**src/rtl/priority_request_conditioner.sv**
```systemverilog
// ---------------------------------------------------------------------------
// priority_request_conditioner
//
// Input-conditioning stage that sits directly in front of the 8-bit priority
// encoder / 7-segment decoder. Each of the eight raw request lines is passed
// through a two-flop synchroniser and then a per-bit debouncer. The result is
// either forwarded live or captured in a latch that holds requests until
// they are acknowledged. The latch clears the highest-priority request first.
//
// Ports:
//   clk        in   1  clock; all logic on the rising edge
//   rst        in   1  synchronous, active-high reset
//   raw_in     in   8  asynchronous raw request lines (switches/buttons)
//   sticky_en  in   1  1 = latched-request mode, 0 = live debounced mode
//   ack        in   1  one-cycle pulse; clears highest latched request
//   data_out   out  8  conditioned requests (bit 7 = highest priority)
//   valid      out  1  any bit of data_out set
//   changed    out  1  registered one-cycle pulse after data_out changes
// ---------------------------------------------------------------------------
module priority_request_conditioner #(
  parameter int DEBOUNCE_CYCLES = 4
) (
  input  logic       clk,
  input  logic       rst,
  input  logic [7:0] raw_in,
  input  logic       sticky_en,
  input  logic       ack,
  output logic [7:0] data_out,
  output logic       valid,
  output logic       changed
);

  localparam int CNT_W = $clog2(DEBOUNCE_CYCLES + 1);
  localparam logic [CNT_W-1:0] CNT_LAST = CNT_W'(DEBOUNCE_CYCLES - 1);
  localparam logic [CNT_W-1:0] CNT_ONE  = CNT_W'(1);

  logic [7:0]       s1_q, s1_d;
  logic [7:0]       s2_q, s2_d;
  logic [7:0]       deb_q, deb_d;
  logic [CNT_W-1:0] cnt_q [8];
  logic [CNT_W-1:0] cnt_d [8];
  logic [7:0]       latch_q, latch_d;
  logic [7:0]       prev_q, prev_d;
  logic             changed_q, changed_d;

  logic [7:0]       rise;
  logic [7:0]       clr_mask;

  // Synchroniser and per-bit debounce. A bit's count only advances while the
  // synchronised level disagrees with the accepted level; any return to
  // agreement throws the partial count away, so short pulses never land.
  always_comb begin
    s1_d  = raw_in;
    s2_d  = s1_q;
    deb_d = deb_q;
    for (int i = 0; i < 8; i++) begin
      cnt_d[i] = cnt_q[i];
      if (s2_q[i] == deb_q[i]) begin
        cnt_d[i] = '0;
      end else if (cnt_q[i] == CNT_LAST) begin
        deb_d[i] = s2_q[i];
        cnt_d[i] = '0;
      end else begin
        cnt_d[i] = cnt_q[i] + CNT_ONE;
      end
    end
  end

  // Request latch. The ascending scan leaves only the highest set bit in the
  // clear mask. A rise on the same edge is OR-ed in after the clear, so a new
  // press always survives a simultaneous acknowledge. In live mode the latch
  // is held empty, so entering sticky mode never inherits stale requests.
  always_comb begin
    rise     = deb_d & ~deb_q;
    clr_mask = '0;
    if (ack) begin
      for (int i = 0; i < 8; i++) begin
        if (latch_q[i]) begin
          clr_mask = 8'b1 << i;
        end
      end
    end
    if (sticky_en) begin
      latch_d = (latch_q & ~clr_mask) | rise;
    end else begin
      latch_d = '0;
    end
  end

  // Output mux is purely combinational on registered sources, so a mode
  // toggle takes effect in the same cycle.
  always_comb begin
    data_out  = sticky_en ? latch_q : deb_q;
    valid     = |data_out;
    prev_d    = data_out;
    changed_d = (data_out != prev_q);
    changed   = changed_q;
  end

  always_ff @(posedge clk) begin
    if (rst) begin
      s1_q      <= '0;
      s2_q      <= '0;
      deb_q     <= '0;
      latch_q   <= '0;
      prev_q    <= '0;
      changed_q <= 1'b0;
      for (int i = 0; i < 8; i++) begin
        cnt_q[i] <= '0;
      end
    end else begin
      s1_q      <= s1_d;
      s2_q      <= s2_d;
      deb_q     <= deb_d;
      latch_q   <= latch_d;
      prev_q    <= prev_d;
      changed_q <= changed_d;
      for (int i = 0; i < 8; i++) begin
        cnt_q[i] <= cnt_d[i];
      end
    end
  end

endmodule

```
**config.mk**
```make
export PLATFORM = sky130hd
export DESIGN_NAME = priority_request_conditioner
export DESIGN_NICKNAME = d
export VERILOG_FILES = /design/src/rtl/priority_request_conditioner.sv
export SDC_FILE = /design/constraint.sdc
export NUM_CORES = 1
export LEC_CHECK = 0
export ABC_AREA = 1
export BUFFER_PORTS_ARGS = -buffer_cell sky130_fd_sc_hd__buf_2
export CELL_PAD_IN_SITES_DETAIL_PLACEMENT = 1
export CELL_PAD_IN_SITES_GLOBAL_PLACEMENT = 1
export CORE_MARGIN = 2
export CORE_UTILIZATION = 49
export CTS_BUF_LIST = sky130_fd_sc_hd__clkbuf_8
export DETAILED_ROUTE_END_ITERATION = 10
export MAX_ROUTING_LAYER = met4
export PLACE_DENSITY = 0.86
export SYNTH_ARGS = -nofsm -noshare
export SYNTH_HDL_FRONTEND = slang
export SYNTH_SLANG_ARGS = --single-unit
```
**constraint.sdc**
```tcl
create_clock -name clk -period 1.8 [get_ports clk]
set_input_delay 0.36 -clock clk [delete_from_list [all_inputs] [get_ports clk]]
set_output_delay 0.36 -clock clk [all_outputs]
set_load 0.01 [all_outputs]
```
Yosys cells after proc, flatten, opt, wreduce, memory -nomap -nowiden. Memory sizes are Yosys's and may differ from the RTL's. Cells that the tools add are included. W data, S select, Z words.

Register bits: 41. Input bits: 12. RAM bits: 24. Memories kept: 1. Output and inout bits: 10. Bits in latches: 0. Memory bits (read-only): 0.

Memory list: cnt_q (words 8, bits a word 3, rd ports 8, clocked after Yosys merged registers in 0, wr ports 8, line 40) `logic [CNT_W-1:0] cnt_q [8];`.

Shift-type cells: 0. Add/sub/neg operators: 8. $lt $le $gt $ge: 0. Reduce and logical (&&, ||, !) cells: 2. $mul: 0. Div/mod/pow operators: 0. Bitwise operators: 14. Equal/unequal tests: 17. Multiplexer cells: 53.

Operators by type and width (count): $mux W3 (24); $mux W8 (9); $add A3 B1 Y3 const B (8); $eq A3 B2 Y1 const B (8); $mux W1 (20); $and A8 B8 Y8 (2); $not A8 Y8 (2); $eq A1 B1 Y1 (8); $ne A8 B8 Y1 (1); $or A1 B1 Y1 (8); $or A8 B8 Y8 (1); $reduce_or A8 Y1 (1); $reduce_or A2 Y1 (1); $not A1 Y1 (1).

Logic depth before layout (Yosys ltp).
Depth after elaboration: 12. Depth in mapped cells: 10. Gate-level depth less buffers: 9.

Least setup slack after synthesis. OpenSTA, ideal clock, no wires.

Kind: input to output. Start point: input sticky_en. End point: output valid. Stages on the path: 7. Path slack: 338 ps. Data required time: 1440 ps. Data arrival time: 1102 ps. Buffers on the path: 1. Cell sequence: inv_2 -> buf_6 -> nand2_2 -> nand2_1 -> inv_1 -> nor4_1 -> nand2_1.

Cells in the longest elaborated chain, start to end: 2.

Ends and longest elaborated chain: from (decl) (line 26) `input logic sticky_en,`; $mux W8 (line 93) `data_out = sticky_en ? latch_q : deb_q;`; via data_out[6] (line 28) `output logic [7:0] data_out,`; $reduce_or A8 Y1 (line 94) `valid = |data_out;`; to (decl) (line 29) `output logic valid,`.

The timed path passes the listed nets, and every way through them passes these cells.

Worst setup path in the final report.
Start point: register latch_q[4]. End point: output valid.

Cells in the longest elaborated chain, start to end: 2.

Ends and longest elaborated chain: from (decl) (line 42) `logic [7:0] latch_q, latch_d;`; from (signal assigned) (line 115) `latch_q <= latch_d;`; $mux W8 (line 93); $reduce_or A8 Y1 (line 94).

No other way between the ends.

==> results <==
- The number of antenna violations at the first check in global routing is 0.
- The number of global-route vias before repair is 2365.
- The largest stage delay on the critical path is 330 ps.
- The startpoint identified for the worst register-to-register timing path is latch_q[0].
- In the finished design, the share of the clock period the worst path needs comes to 0.9940.
- The global placer's final weighted congestion is 0.8054.
- The hold slack is 205.4 ps.
- Buffers placed on the I/O ports in this run total 21.
- Across the whole layout, storage elements account for 0.001311 mm².
- In the routed layout, each cell is associated on average with a via count of 4.996.
- The areal power density over the cells is 903.2 mW/mm².
- Dividing the detail-routed wire length by the instance count gives 15.07 µm.
- The post-layout minimum cycle time is 1789 ps.
- The cell class contributing the biggest share of worst-path delay is simple AND/OR/NAND/NOR gates.
- The post-synthesis register bit count is 65.
- In the post-synthesis netlist, the biggest area contributors are dfxtp_1 50%, inv_1 9.3%, nor2_1 8.5%.
- The number of library cell types mapped by synthesis is 21.
- The critical-path cell with the highest stage delay is dfxtp_2.
- The synthesized design spends more area on one cell type than any other, namely dfxtp_1.
- The number of H-tree branching levels is 3.
- The number of clock buffers inserted by TritonCTS is 9.
- Pin placement for this block handled 22 I/O pins.
- The most critical setup path has its startpoint at latch_q[4].
- In the layout the commonest cells are 59 x nor2_1, 57 x inv_1, 57 x dfxtp_1.
- After the last flow step, the layout net total stands at 404.
- For the final routed database, the setup TNS stands at 0 ps.
- The pin count of the biggest net entering global routing is 30.
- Counting every net in the synthesized netlist gives 356.
- The cts-stage hold buffer count is 0.
- Yosys printed 0 warnings.
- The die is 77.11 µm tall.
- For the final database, setup skew stands at 11.21 ps.
- The run finished with clean final reports.
- Data arrives at the worst endpoint at 1430 ps.
- At the pin with the least slew margin, the transition time is 340.1 ps.
- Wires add up to 6.780 mm.
- The DRC violation total after the first TritonRoute iteration is 104.
- The max capacitance violation total is 0.
- The clock tree from TritonCTS is yes.
- The number of rows created at floorplan is 26.
- Timing would allow up to 558.9 MHz.
- Setup repair after global routing could not meet its margin everywhere.
- The classification of the worst-slack hold path is in2reg.
- In this run the static leakage power is 1.476 nW.
- The setup path with the least slack is of type reg2out.
- The count of final setup violators is 0.
- Summing all multi-input logic gate instances after layout gives 0.001075 mm².
- The number of slew-limit violations in the final report is 0.
- Global routing finished with a remaining overflow of 0.
- The required arrival time at the worst endpoint is 1440 ps.
- The overall power is 2.865 mW.
- The mean post-synth cell area is 7.984 µm².
- CTS placed an instance of clkbuf_8 at the clock tree root.
- The cell count after synthesis is 328.
- The deepest clock path buffer count is 2.
- The worst-path maximum fanout is 3.
- The most common cell after layout, fill and taps aside is nor2_1.
- The proportion of layout cells with a drive suffix above 1 is 0.2553.
- Once placement finished, the instance area stood at 0.002870 mm².
- The endpoint type of the worst setup path is an output pin.
- The initial utilization of the core area, before any placement, comes to 0.5095.
- After legalization and detailed placement, the total HPWL measured 4.075 mm.
- After clock tree synthesis, the clock-pin slew on the worst setup and hold paths is 70 ps.
- The top cell type's share of synthesized area is 0.4969.
- The clock network latency to the later pin of the worst-skew pair is 360 ps.
- The placeable core region is 0.005140 mm².
- The final instance area is 0.003172 mm².
- The number of diodes is 0.
- The total buffers and inverters traversed by the critical path is 3.
- The share of the Yosys chip area taken by registers is 0.4969.
- The count of vias placed by the detailed router is 2248.
- The layout overhead on the synthesized area is 21.12%.
- The remaining number of nets flagged by the antenna check after routing is 0.
- The worst slew margin relative to its limit is 0.7722.
- The worst-case vdd ir drop is 0.7075 mV.
- In this run the horizontal extent of the chip is 77.11 µm.
- The synthesized netlist occupies a cell area of 0.002619 mm².
- Walking the worst path, the cells encountered are inv_2 > nand2_1 > nand2_2 > inv_2 > nor4_4 > nand2_1 > buf_2.
- The number of sinks on the clock net is 65.
- For this run, design rule violations remaining after detail routing come to 0.
- The origin of the worst min-delay path is raw_in[4].
- Across every metal layer, demand over resource in global routing totals 0.2412.
- STA classifies the critical path startpoint as a register.
- The first detailed-routing pass ran for 4 iterations.
- The number of filler cells placed in the layout is 673.
- The number of hold-slack violations in the final timing report is 0.
- The global-route wire length before repair is 10.84 mm.
- The die covers 0.005945 mm².
[Yosys cell counts]
master / number
a211oi_1: 7
nand2_1: 42
ha_1: 16
or2_2: 1
dfxtp_1: 65
buf_6: 2
o21ai_0: 5
o31ai_1: 1
nor2_1: 59
buf_1: 2
a21oi_1: 19
inv_2: 1
nand3b_1: 4
o211ai_1: 8
clkbuf_1: 1
nand2_4: 3
nor4_1: 2
nand3_1: 17
nand2_2: 7
inv_1: 65
buf_2: 1
[path summary, 6_finish.rpt]
| check | end | cells after the start | slack [ps] |
|---|---|---|---|
| setup / recovery | valid | 7 | 10 |
| hold / removal | s1_q[4] | 3 | 210 |
| setup reg to reg | changed | 11 | 420 |
| hold reg to reg | s2_q[7] | 2 | 410 |
[kinds of logic (layout without fill, tap and decap cells)]
| kind of cell | Yosys count | count (layout) | share of synthesized area |
|---|---|---|---|
| fa+ha+maj | 16 | 16 | 0.07644 |
| flops | 65 | 65 | 0.4969 |
| compound gates | 40 | 40 | 0.09173 |
| buf+inv | 72 | 124 | 0.1094 |
| simple gates | 135 | 135 | 0.2255 |
[registers in the layout (all words and copies together), names as in the netlist]
register and cells:
cnt_q 24, deb_q 8, latch_q 8, prev_q 8, s1_q 8, s2_q 8, changed 1
[through the flow]
stage | std cells | worst slack, ps | util
after CTS | 447 | 3.359 | 0.6071
final | 450 | 10.71 | 0.6171
after global routing | 450 | -27.40 | 0.6171
after detailed placement | 426 | -11.48 | 0.5584
after global placement | 426 | 52.42 | 0.5584
after floorplan | 328 | 338.1 | -
[layer usage]
layer / wire length (µm) / GRT usage / vias up
li1: - / - / 1117
met1: 2963 / 0.2650 / 1077
met2: 3399 / 0.4096 / 36
met3: 193 / 0.05294 / 18
met4: 223 / 0.1268 / 0
met5: 0 / - / -
[worst reg2reg max path: stages, from the launching register on]
cell and delay, ps:
dfxtp_1 380, inv_2 60, nand2_2 70, nand2_2 70
buf_4 130, buf_4 130, nand2_1 60, nand2_1 50
nor2_1 120, nand2_1 80, nor2_1 90, nor2_1 40
[layout make-up]
type / instances / area share
well taps: 70 / 0.02761
multi-input cells: 191 / 0.3389
repair buffers: 43 / 0.08521
clock inverters: 6 / 0.01696
clock buffers: 9 / 0.03905
inverters: 66 / 0.07890
flip-flops and latches: 65 / 0.4134
[where the power goes]
group	leakage (nW)	switching (mW)	internal [mW]
Combinational	0.844	0.109	0.0731
Sequential	0.533	0.0159	1.47
Clock	0.0989	0.586	0.615
Total	1.48	0.711	2.15
[timing repair]
item	CTS	global route
resized for setup	17	15
buffers inserted	6	3
pin swaps	3	7
endpoints found under the setup margin	1	1
endpoints found under the hold margin	0	0
Note: power is estimated with default switching activity, not from simulation.
